--- config.mk ---
export PLATFORM = sky130hd
export DESIGN_NAME = shift_add_mult
export DESIGN_NICKNAME = d
export VERILOG_FILES = /design/src/rtl/shift_add_mult.sv
export SDC_FILE = /design/constraint.sdc
export NUM_CORES = 1
export LEC_CHECK = 0
export ABC_AREA = 1
export BUFFER_PORTS_ARGS = -buffer_cell sky130_fd_sc_hd__buf_4
export CORE_ASPECT_RATIO = 0.5
export CORE_MARGIN = 4
export CORE_UTILIZATION = 60
export CTS_BUF_LIST = sky130_fd_sc_hd__clkbuf_16
export DETAILED_ROUTE_END_ITERATION = 10
export GPL_TIMING_DRIVEN = 0
export PLACE_DENSITY = 0.82
export SYNTH_ARGS = -nofsm -noshare
export SYNTH_HDL_FRONTEND = slang
export SYNTH_SLANG_ARGS = --single-unit
--- constraint.sdc ---
create_clock -name clk -period 3.8 [get_ports clk]
set_clock_uncertainty 0.2 [all_clocks]
set_input_delay 0.76 -clock clk [delete_from_list [all_inputs] [get_ports clk]]
set_output_delay 0.76 -clock clk [all_outputs]
set_load 0.01 [all_outputs]
--- src/rtl/shift_add_mult.sv ---
// ============================================================================
// Module   : shift_add_mult
// Purpose  : Sequential unsigned N x N shift-and-add multiplier (IDLE/BUSY/DONE).
//            Optional early exit when the remaining multiplier bits are zero:
//            define SHIFT_ADD_MULT_SKIP_ZERO_EN.
// Revision : 1.0
// ============================================================================
`timescale 1ns/1ps
`default_nettype none

module shift_add_mult #(
    parameter int N = 4
) (
    input  logic           clk,
    input  logic           rst_n,
    input  logic           start,
    input  logic [N-1:0]   A,
    input  logic [N-1:0]   B,
    output logic           ready,
    output logic           done,
    output logic [2*N-1:0] P
);

    localparam int SW = $clog2(N + 1);
    localparam logic [SW-1:0] LAST_STEP = SW'(N - 1);

    typedef enum logic [1:0] {
        IDLE = 2'd0,
        BUSY = 2'd1,
        DONE = 2'd2
    } state_t;

    state_t           state_q, state_d;
    logic [2*N-1:0]   acc_q, acc_d;
    logic [2*N-1:0]   mcand_q, mcand_d;
    logic [N-1:0]     mplier_q, mplier_d;
    logic [SW-1:0]    step_q, step_d;
    logic [2*N-1:0]   p_q, p_d;

    logic [2*N-1:0]   acc_sum;
    logic [N-1:0]     mplier_shr;
    logic             finish;

    assign acc_sum    = acc_q + (mplier_q[0] ? mcand_q : {(2*N){1'b0}});
    assign mplier_shr = mplier_q >> 1;

`ifdef SHIFT_ADD_MULT_SKIP_ZERO_EN
    // Once no set multiplier bits remain, further steps cannot change acc.
    assign finish = (step_q == LAST_STEP) || (mplier_shr == {N{1'b0}});
`else
    assign finish = (step_q == LAST_STEP);
`endif

    always_comb begin
        state_d  = state_q;
        acc_d    = acc_q;
        mcand_d  = mcand_q;
        mplier_d = mplier_q;
        step_d   = step_q;
        p_d      = p_q;
        case (state_q)
            IDLE, DONE: begin
                if (start) begin
                    mcand_d  = {{N{1'b0}}, A};
                    mplier_d = B;
                    acc_d    = {(2*N){1'b0}};
                    step_d   = {SW{1'b0}};
                    state_d  = BUSY;
                end
            end
            BUSY: begin
                acc_d    = acc_sum;
                mcand_d  = mcand_q << 1;
                mplier_d = mplier_shr;
                step_d   = step_q + 1'b1;
                if (finish) begin
                    p_d     = acc_sum;
                    state_d = DONE;
                end
            end
            default: state_d = IDLE;
        endcase
    end

    always_ff @(posedge clk or negedge rst_n) begin
        if (!rst_n) begin
            state_q  <= IDLE;
            acc_q    <= {(2*N){1'b0}};
            mcand_q  <= {(2*N){1'b0}};
            mplier_q <= {N{1'b0}};
            step_q   <= {SW{1'b0}};
            p_q      <= {(2*N){1'b0}};
        end else begin
            state_q  <= state_d;
            acc_q    <= acc_d;
            mcand_q  <= mcand_d;
            mplier_q <= mplier_d;
            step_q   <= step_d;
            p_q      <= p_d;
        end
    end

    assign ready = (state_q != BUSY);
    assign done  = (state_q == DONE);
    assign P     = p_q;

endmodule

`default_nettype wire

==> metrics, run 1 <==
HPWL Detailed=2.75 mm; die outline width=85.9 um; Critical Path End Type=primary output; crit-path cells=nand2_4, buf_2, buf_4; status=finished clean; share of cells above drive strength 1=21.6%; Num CTS Buffers=5; final net count=261; fin. max-slew vios=0; initial core utilization=66.3%; CP Data Required Time=2.84 ns; Gates resized, CTS repair=0; Diodes inserted=0; CP arrival=1.34 ns; commonest non-fill, non-tap cell in the layout=nand2_1; routed wl met3=239 um; met2 wire len=1.90 mm; cell area after synthesis=1820 um2; placed insts=270; Crit path largest cell delay=0.43 ns; vias=1507; Detailed Routing Iterations Pass 1=4; CP max-delay cell=dfrtp_1; pwr/cell area=951 nW/um2; GRT Residual Overflow=0; Leak=1.19 nW; Worst Path Buf+Inv=2; row cnt=13; Layout area overhead=18.3%; via/cell ratio=5.42; register area share after synthesis=45.3%; pin count of the biggest net entering global routing=34; All-Layer GR Usage=22.2%; Synthesis Warnings=0; Reg power frac=29.3%; post-CTS setup buffer count=0; WHS=0.225 ns; core area=2750 um2; Setup TNS=0 ns; # port buffers=20; hold_buf cts=0; clock latency on the worst-skew pair=0.27 ns; ANT nets after route=0; fillers=196; first-pass GRT wire length=6.60 mm; final wirelength=3.96 mm; switching part of the total power=42.7%; GP Congestion=0.808; count of different cell masters after synthesis=31; worst hold-check path type=input port to asynchronous set/reset pin; vias in the first global route=1479; commonest cells after routing, fill and taps aside=nand2_1 (59), dfrtp_1 (33), inv_1 (30), buf_4 (20), nand3_1 (16); Non-Filler Instances=278; met1 wire length=1.70 mm; Clock Tree Root=clkbuf_16; switching pwr=0.876 mW; Syn Nets=234; Top Metal Used=met4; IO Pins=21; TritonCTS clock tree=yes; die area=4040 um2; worst-path maximum fanout=10; mean cell area of the mapped netlist=8.55 um2; initial antenna violation count=0; Final period util=60.6%; Gate power share=52.3%; Longest Clk Path Bufs=2; wire per inst=14.3 um; P_int=1.17 mW; Clock Sinks=33; clock-pin slew on the worst setup and hold paths=0.05 ns; Post-Route Utilization=78.4%; measured slew at the worst slew-check pin=0.415 ns; final number of setup-violating endpoints=0; Clk network pwr share=18.4%; DR DRC count=0; Seq cells post-synth=33; Final Critical Period=2.30 ns; die height=47.0 um; final number of hold-violating endpoints=0; Peak VDD IR=0.000635 V; Mapped Cells=213; 1st-iter DRT viols=76; Worst setup SP type=flip-flop; RSZ-0062 raised after global routing=no; kind of critical path=flip-flop to primary output; MaxCap Viol Count=0; relative slew slack=72.3%; H-tree levels=2; delay-heaviest family, CP=buffers and inverters; Fmax achieved=434 MHz
[Yosys cell counts]
cell type | number | share of area [%]
a21o_1 | 1 | 0.41
a21oi_1 | 2 | 0.55
a21oi_2 | 1 | 0.48
a22o_1 | 1 | 0.48
a32o_1 | 1 | 0.55
buf_12 | 1 | 1.1
buf_2 | 2 | 0.55
buf_6 | 3 | 1.9
dfrtp_1 | 33 | 45
fa_1 | 1 | 1.1
ha_1 | 9 | 6.2
inv_1 | 30 | 6.2
inv_2 | 2 | 0.41
inv_6 | 1 | 0.48
nand2_1 | 59 | 12
nand2_2 | 3 | 1.0
nand2_4 | 2 | 1.2
nand3_1 | 16 | 4.4
nand3b_1 | 1 | 0.41
nand4_1 | 1 | 0.34
nor2_1 | 13 | 2.7
nor2_8 | 1 | 1.1
o21ai_0 | 10 | 2.7
o21ai_1 | 1 | 0.27
o21ai_2 | 8 | 3.8
o22ai_1 | 5 | 1.7
o22ai_2 | 1 | 0.69
o31ai_1 | 1 | 0.41
or2_2 | 1 | 0.34
xnor2_1 | 1 | 0.48
xor2_1 | 1 | 0.48
[registers in the layout, indices dropped and copies added (netlist names)]
register  flops
P             8
acc_q         8
mcand_q       8
mplier_q      4
state_q       2
step_q        3
[layout make-up]
cell class              instances  area, um2  area share [%]
plain buffers                   6       63.8            2.96
clock inverters                 3       12.5           0.580
clock buffers                   5        125            5.80
inverters                      33        129            5.98
flip-flops and latches         33        826            38.3
multi-input cells             141        803            37.3
repair buffers                 20        150            6.96
well taps                      37       46.3            2.15
[through the flow]
stage                     total power, mW  area, um2  setup slack (ns)
after global routing                 2.22       2160              1.44
after CTS                            2.05       2160              1.49
final                                2.05       2160              1.50
after global placement               1.60       2020              1.81
after floorplan                      1.38       1820              1.99
after detailed placement             1.65       2020              1.75
[power by group through the flow]
stage	Clock, mW	Combinational (mW)	Sequential, mW
CTS	0.380	1.07	0.600
finish	0.377	1.07	0.601
global placement	0	1.00	0.596
detailed placement	0	1.05	0.604
global route	0.397	1.20	0.619
floorplan	0	0.779	0.602
[routing by layer]
metal | track usage (%) | vias to the layer above
li1 | - | 733
met1 | 25.6 | 704
met2 | 39.5 | 55
met3 | 6.30 | 15
met4 | 11.7 | 0
met5 | 0 | -
[path summary, 6_finish.rpt]
| kind | depth (start not counted) | slack, ns | to | startpoint |
|---|---|---|---|---|
| setup / recovery | 3 | 1.50 | ready | state_q[0]$_DFFE_PN0P_ |
| hold / removal | 1 | 0.22 | P[6]$_DFFE_PN0P_ | rst_n |
| setup reg to reg | 12 | 1.71 | acc_q[6]$_DFFE_PN0P_ | mplier_q[0]$_DFFE_PN0P_ |
| hold reg to reg | 2 | 0.28 | P[4]$_DFFE_PN0P_ | P[4]$_DFFE_PN0P_ |
| max in group asynchronous | 1 | 2.88 | mplier_q[0]$_DFFE_PN0P_ | rst_n |
| min in group clk | 2 | 0.28 | P[4]$_DFFE_PN0P_ | P[4]$_DFFE_PN0P_ |
[cells by family after synthesis]
logic type / count (synthesis) / share of synthesized area (%)
compound gates: 32 / 12.2
fa+ha+maj: 10 / 7.28
xor+xnor: 2 / 0.962
buf+inv: 39 / 10.6
simple gates: 97 / 23.7
flops: 33 / 45.3
[worst reg2reg max path: cells and delay by family (launching register included)]
kind	cells	cell delay [ns]
fa+ha+maj	2	0.60
simple gates	6	0.47
buf+inv	4	0.40
flops	1	0.31
No activity file was read; power rests on OpenSTA's default activity.
==> run 2: changes to the inputs <==
--- a/config.mk
+++ b/config.mk
@@ -9,11 +9,11 @@
 export BUFFER_PORTS_ARGS = -buffer_cell sky130_fd_sc_hd__buf_4
 export CORE_ASPECT_RATIO = 0.5
 export CORE_MARGIN = 4
-export CORE_UTILIZATION = 60
+export CORE_UTILIZATION = 52
 export CTS_BUF_LIST = sky130_fd_sc_hd__clkbuf_16
 export DETAILED_ROUTE_END_ITERATION = 10
 export GPL_TIMING_DRIVEN = 0
-export PLACE_DENSITY = 0.82
+export PLACE_DENSITY = 0.75
 export SYNTH_ARGS = -nofsm -noshare
 export SYNTH_HDL_FRONTEND = slang
 export SYNTH_SLANG_ARGS = --single-unit
==> constraint.sdc (replaced) <==
create_clock -name clk -period 1.88 [get_ports clk]
set_clock_uncertainty 0.2 [all_clocks]
set_input_delay 0.376 -clock clk [delete_from_list [all_inputs] [get_ports clk]]
set_output_delay 0.376 -clock clk [all_outputs]
set_load 0.01 [all_outputs]
==> metrics, run 2 (synthesis gave the netlist of run 1 again) <==
RSZ-0062 raised after global routing=yes; placed insts=281; share of cells above drive strength 1=32.8%; Clock Tree Root=clkbuf_16; final number of setup-violating endpoints=4; Num CTS Buffers=5; CP Data Required Time=1.85 ns; WHS=0.116 ns; clock latency on the worst-skew pair=0.28 ns; Crit path largest cell delay=0.37 ns; Diodes inserted=0; Clock Sinks=33; final number of hold-violating endpoints=0; Final Worst Setup Slack=-0.0232 ns; Peak VDD IR=0.000964 V; CP max-delay cell=dfrtp_1; Detailed Routing Iterations Pass 1=4; core area=3170 um2; ANT nets after route=0; kind of critical path=flip-flop to flip-flop; die area=4570 um2; H-tree levels=2; Tot Pwr=4.51 mW; crit-path cells=buf_6, buf_12, nand2_2, inv_2, ha_4, nand2_1, nand2_1, a21oi_2, nand3_2, nand3_1, nand2_1; pin count of the biggest net entering global routing=34; Longest Clk Path Bufs=2; relative slew slack=71.6%; Final Critical Period=1.90 ns; first-pass GRT wire length=6.37 mm; vias=1516; HPWL Detailed=2.68 mm; die outline width=91.7 um; Worst setup SP type=flip-flop; Final period util=101%; initial core utilization=57.5%; TritonCTS clock tree=yes; failing checks=negative setup slack; All-Layer GR Usage=17.8%; final net count=265; measured slew at the worst slew-check pin=0.426 ns; initial antenna violation count=0; fin. max-slew vios=0; commonest cells after routing, fill and taps aside=nand2_1 (50), dfrtp_1 (33), inv_1 (29), buf_4 (23); commonest non-fill, non-tap cell in the layout=nand2_1; Fmax achieved=525 MHz; worst hold-check path type=input port to flip-flop; pwr/cell area=1920 nW/um2; Setup TNS=-0.0500 ns; via/cell ratio=5.19; MaxCap Viol Count=0; DP Worst Slack=-0.143 ns; # port buffers=20; status=finished with violations; vias in the first global route=1487; GRT Residual Overflow=0; row cnt=14; final wirelength=4.01 mm; DR DRC count=0; wire per inst=13.7 um; clock-pin slew on the worst setup and hold paths=0.05 ns; die height=49.9 um; worst-path maximum fanout=5; Leak=1.22 nW; Critical Path End Type=flip-flop; IO Pins=21; GP Congestion=0.850; Non-Filler Instances=292; 1st-iter DRT viols=63; Layout area overhead=29.0%; most used cell, CP=nand2_1; CP arrival=1.87 ns
run 2: cell types whose count changed in the layout (fill, tap and decap cells not counted), moves of 3 or more:
cell     before  now
ha_4          0    5
buf_4        20   23
nand2_1      59   50
ha_1          9    3
nand3_1      16   11
nand2_2       3   11
nand3_2       0    5
run 2: worst max-delay path: cells and delay by family (launching register included):
family                     cells  cell delay (ns)
adders and majority gates      1             0.25
AOI/OAI and AO/OA              1             0.20
and+or+nand+nor                6             0.47
buffers and inverters          3             0.29
DFF                            1             0.37
run 2: through the flow:
stage	utilization (%)	cell area, um2
2_1_floorplan	-	1820
3_3_place_gp	64.1	2030
3_5_place_dp	64.1	2030
4_1_cts	69.1	2190
5_1_grt	74.1	2350
6_report	74.1	2350
run 2: report_power, final:
| part | switching, mW | internal (mW) | total, mW |
|---|---|---|---|
| registers | 0.209 | 1.03 | 1.24 |
| clock network | 0.272 | 0.472 | 0.744 |
| logic | 1.41 | 1.11 | 2.53 |
run 2: worst paths after layout:
path                                    startpoint                endpoint  cells after the start  slack [ns]
max reg2reg                mplier_q[0]$_DFFE_PN0P_    acc_q[7]$_DFFE_PN0P_                     11       -0.02
max                        mplier_q[0]$_DFFE_PN0P_    acc_q[7]$_DFFE_PN0P_                     11       -0.02
min in group asynchronous                    rst_n  state_q[0]$_DFFE_PN0P_                      2        0.39
max in group asynchronous                    rst_n  mcand_q[6]$_DFFE_PN0P_                      2        0.79
min                                          start  state_q[1]$_DFFE_PN0P_                      2        0.12
min reg2reg                       P[0]$_DFFE_PN0P_        P[0]$_DFFE_PN0P_                      2        0.28
run 2: layout make-up:
| type | count | area [um2] |
|---|---|---|
| multi-input combinational | 141 | 935 |
| fill | 232 | 821 |
| clock buffer | 5 | 125 |
| tap | 48 | 60.1 |
| inverter | 33 | 129 |
| sequential | 33 | 826 |
| buffer | 5 | 65.1 |
| timing repair buffer | 25 | 203 |
| clock inverter | 2 | 7.51 |
run 2: timing repair:
action,in CTS,in global routing
gates resized for setup,5,27
hold endpoints to repair,33,0
endpoints found under the setup margin,13,13
cloned,0,0
buffers inserted,0,4
pin swaps,1,11
hold buffers,1,0
run 2: routing by layer:
metal  routed length [um]  GRT usage, %  part of all wire (%)
met5                    0             0                     0
met2                 1980          29.6                    49
met3                  189          4.56                   4.7
met1                 1760          21.9                    44
met4                   80          8.37                   2.0
==> run 3: changes to the inputs <==
--- a/config.mk
+++ b/config.mk
@@ -6,7 +6,7 @@
 export NUM_CORES = 1
 export LEC_CHECK = 0
 export ABC_AREA = 1
-export BUFFER_PORTS_ARGS = -buffer_cell sky130_fd_sc_hd__buf_4
+export BUFFER_PORTS_ARGS = -buffer_cell sky130_fd_sc_hd__buf_2
 export CORE_ASPECT_RATIO = 0.5
 export CORE_MARGIN = 4
 export CORE_UTILIZATION = 52
==> metrics, run 3 (synthesis gave the netlist of run 1 again) <==
status=finished with violations; failing checks=negative setup slack; vias in the first global route=1411; fin area=2270 um2; Diodes inserted=0; Layout area overhead=24.8%; fillers=236; die area=4570 um2; die outline width=91.7 um; Final period util=101%; ANT nets after route=0; kind of critical path=flip-flop to flip-flop; row cnt=14; MaxCap Viol Count=0; CP arrival=1.87 ns; Final Worst Setup Slack=-0.0200 ns; Fmax achieved=526 MHz; worst hold-check path type=input port to flip-flop; Final Critical Period=1.90 ns; H-tree levels=2; pwr/cell area=1900 nW/um2; Worst setup SP type=flip-flop; initial antenna violation count=0; Leak=1.20 nW; HPWL Detailed=2.61 mm; crit-path cells=buf_6, nand2_4, inv_2, ha_4, inv_2, fa_2, inv_2, nand2_2, nand3_2, nand2_2, nand3_2, nand2_1; Stages on worst setup path=12; Tot Pwr=4.32 mW; pin count of the biggest net entering global routing=34; worst-path maximum fanout=5; clock-pin slew on the worst setup and hold paths=0.05 ns; die height=49.9 um; wire per inst=13.9 um; reg2reg path depth=12; commonest cells after routing, fill and taps aside=nand2_1 (54), dfrtp_1 (33), inv_1 (27), buf_2 (21); placed insts=281; TritonCTS clock tree=yes; share of cells above drive strength 1=31.3%; register area=826 um2; first-pass GRT wire length=6.63 mm; final net count=264; Hold Crit Depth=3; Detailed Routing Iterations Pass 1=4; Longest Clk Path Bufs=2; GRT Residual Overflow=0; most used cell, CP=inv_2; core area=3170 um2; Clock Tree Root=clkbuf_16; WHS=0.143 ns; via/cell ratio=5.19; vias=1509; All-Layer GR Usage=19.1%; fin. max-slew vios=0; Peak VDD IR=0.00120 V; placed instance area=1980 um2; initial core utilization=57.5%; 1st-iter DRT viols=89; measured slew at the worst slew-check pin=0.723 ns; Num CTS Buffers=5; DR DRC count=0; final number of hold-violating endpoints=0; Clock Sinks=33; GP Congestion=0.846; relative slew slack=51.8%; Crit path largest cell delay=0.40 ns; CP Data Required Time=1.85 ns; RSZ-0062 raised after global routing=yes; IO Pins=21; # port buffers=20; final wirelength=4.04 mm; delay-heaviest family, CP=adder cells; CP max-delay cell=fa_2; DP Worst Slack=-0.148 ns; Non-Filler Instances=291; clock latency on the worst-skew pair=0.27 ns; Worst Path Buf+Inv=4; multi-input combinational cell area=931 um2; commonest non-fill, non-tap cell in the layout=nand2_1; final number of setup-violating endpoints=4; Critical Path End Type=flip-flop
-- run 3: what timing repair did --
action,4_1_cts,5_1_grt
endpoints found under the setup margin,13,11
hold endpoints to repair,33,0
buffers inserted,1,1
gates resized for setup,20,10
gates cloned,1,0
hold buffers,1,0
pin swaps,2,5
-- run 3: metal layers --
layer / global-route usage [%] / share of wire [%] / up-vias
met5: 0 / 0 / -
met1: 25.0 / 47 / 715
met4: 6.16 / 1.9 / 0
li1: - / - / 742
met3: 6.53 / 3.5 / 13
met2: 29.9 / 47 / 39
-- run 3: cell type report --
type / count / share of cell area [%]
buffer: 5 / 2.86
clock buffer: 5 / 5.50
clock inverter: 2 / 0.330
inverter: 33 / 5.67
multi-input combinational: 141 / 40.9
sequential: 33 / 36.3
tap: 48 / 2.64
timing repair buffer: 24 / 5.72
-- run 3: path summary, 6_finish.rpt --
check / slack [ns] / end / startpoint
min in group asynchronous: 0.49 / state_q[0]$_DFFE_PN0P_ / rst_n
setup reg to reg: -0.02 / P[6]$_DFFE_PN0P_ / mplier_q[0]$_DFFE_PN0P_
hold reg to reg: 0.27 / P[0]$_DFFE_PN0P_ / P[0]$_DFFE_PN0P_
setup / recovery: -0.02 / P[6]$_DFFE_PN0P_ / mplier_q[0]$_DFFE_PN0P_
max in group asynchronous: 0.52 / P[2]$_DFFE_PN0P_ / rst_n
hold / removal: 0.14 / mplier_q[3]$_DFFE_PN0P_ / B[3]
-- run 3: tightest hold or removal path, delay by kind of cell --
family / cells / cell delay [ns]
buffers and inverters: 1 / 0.07
and+or+nand+nor: 2 / 0.13
-- run 3: through the flow --
step	util [%]	setup TNS [ns]
6_report	71.7	-0.0439
3_5_place_dp	62.5	-0.971
3_3_place_gp	62.5	-0.526
2_1_floorplan	-	0
5_1_grt	71.7	-0.769
4_1_cts	69.4	0
-- run 3: power breakdown --
| part | internal, mW | total, mW | switching [mW] | leakage (nW) |
|---|---|---|---|---|
| clock | 0.472 | 0.745 | 0.273 | 0.0685 |
| combinational | 0.960 | 2.32 | 1.36 | 0.712 |
| sequential | 1.03 | 1.25 | 0.218 | 0.419 |
| total | 2.47 | 4.32 | 1.85 | 1.20 |
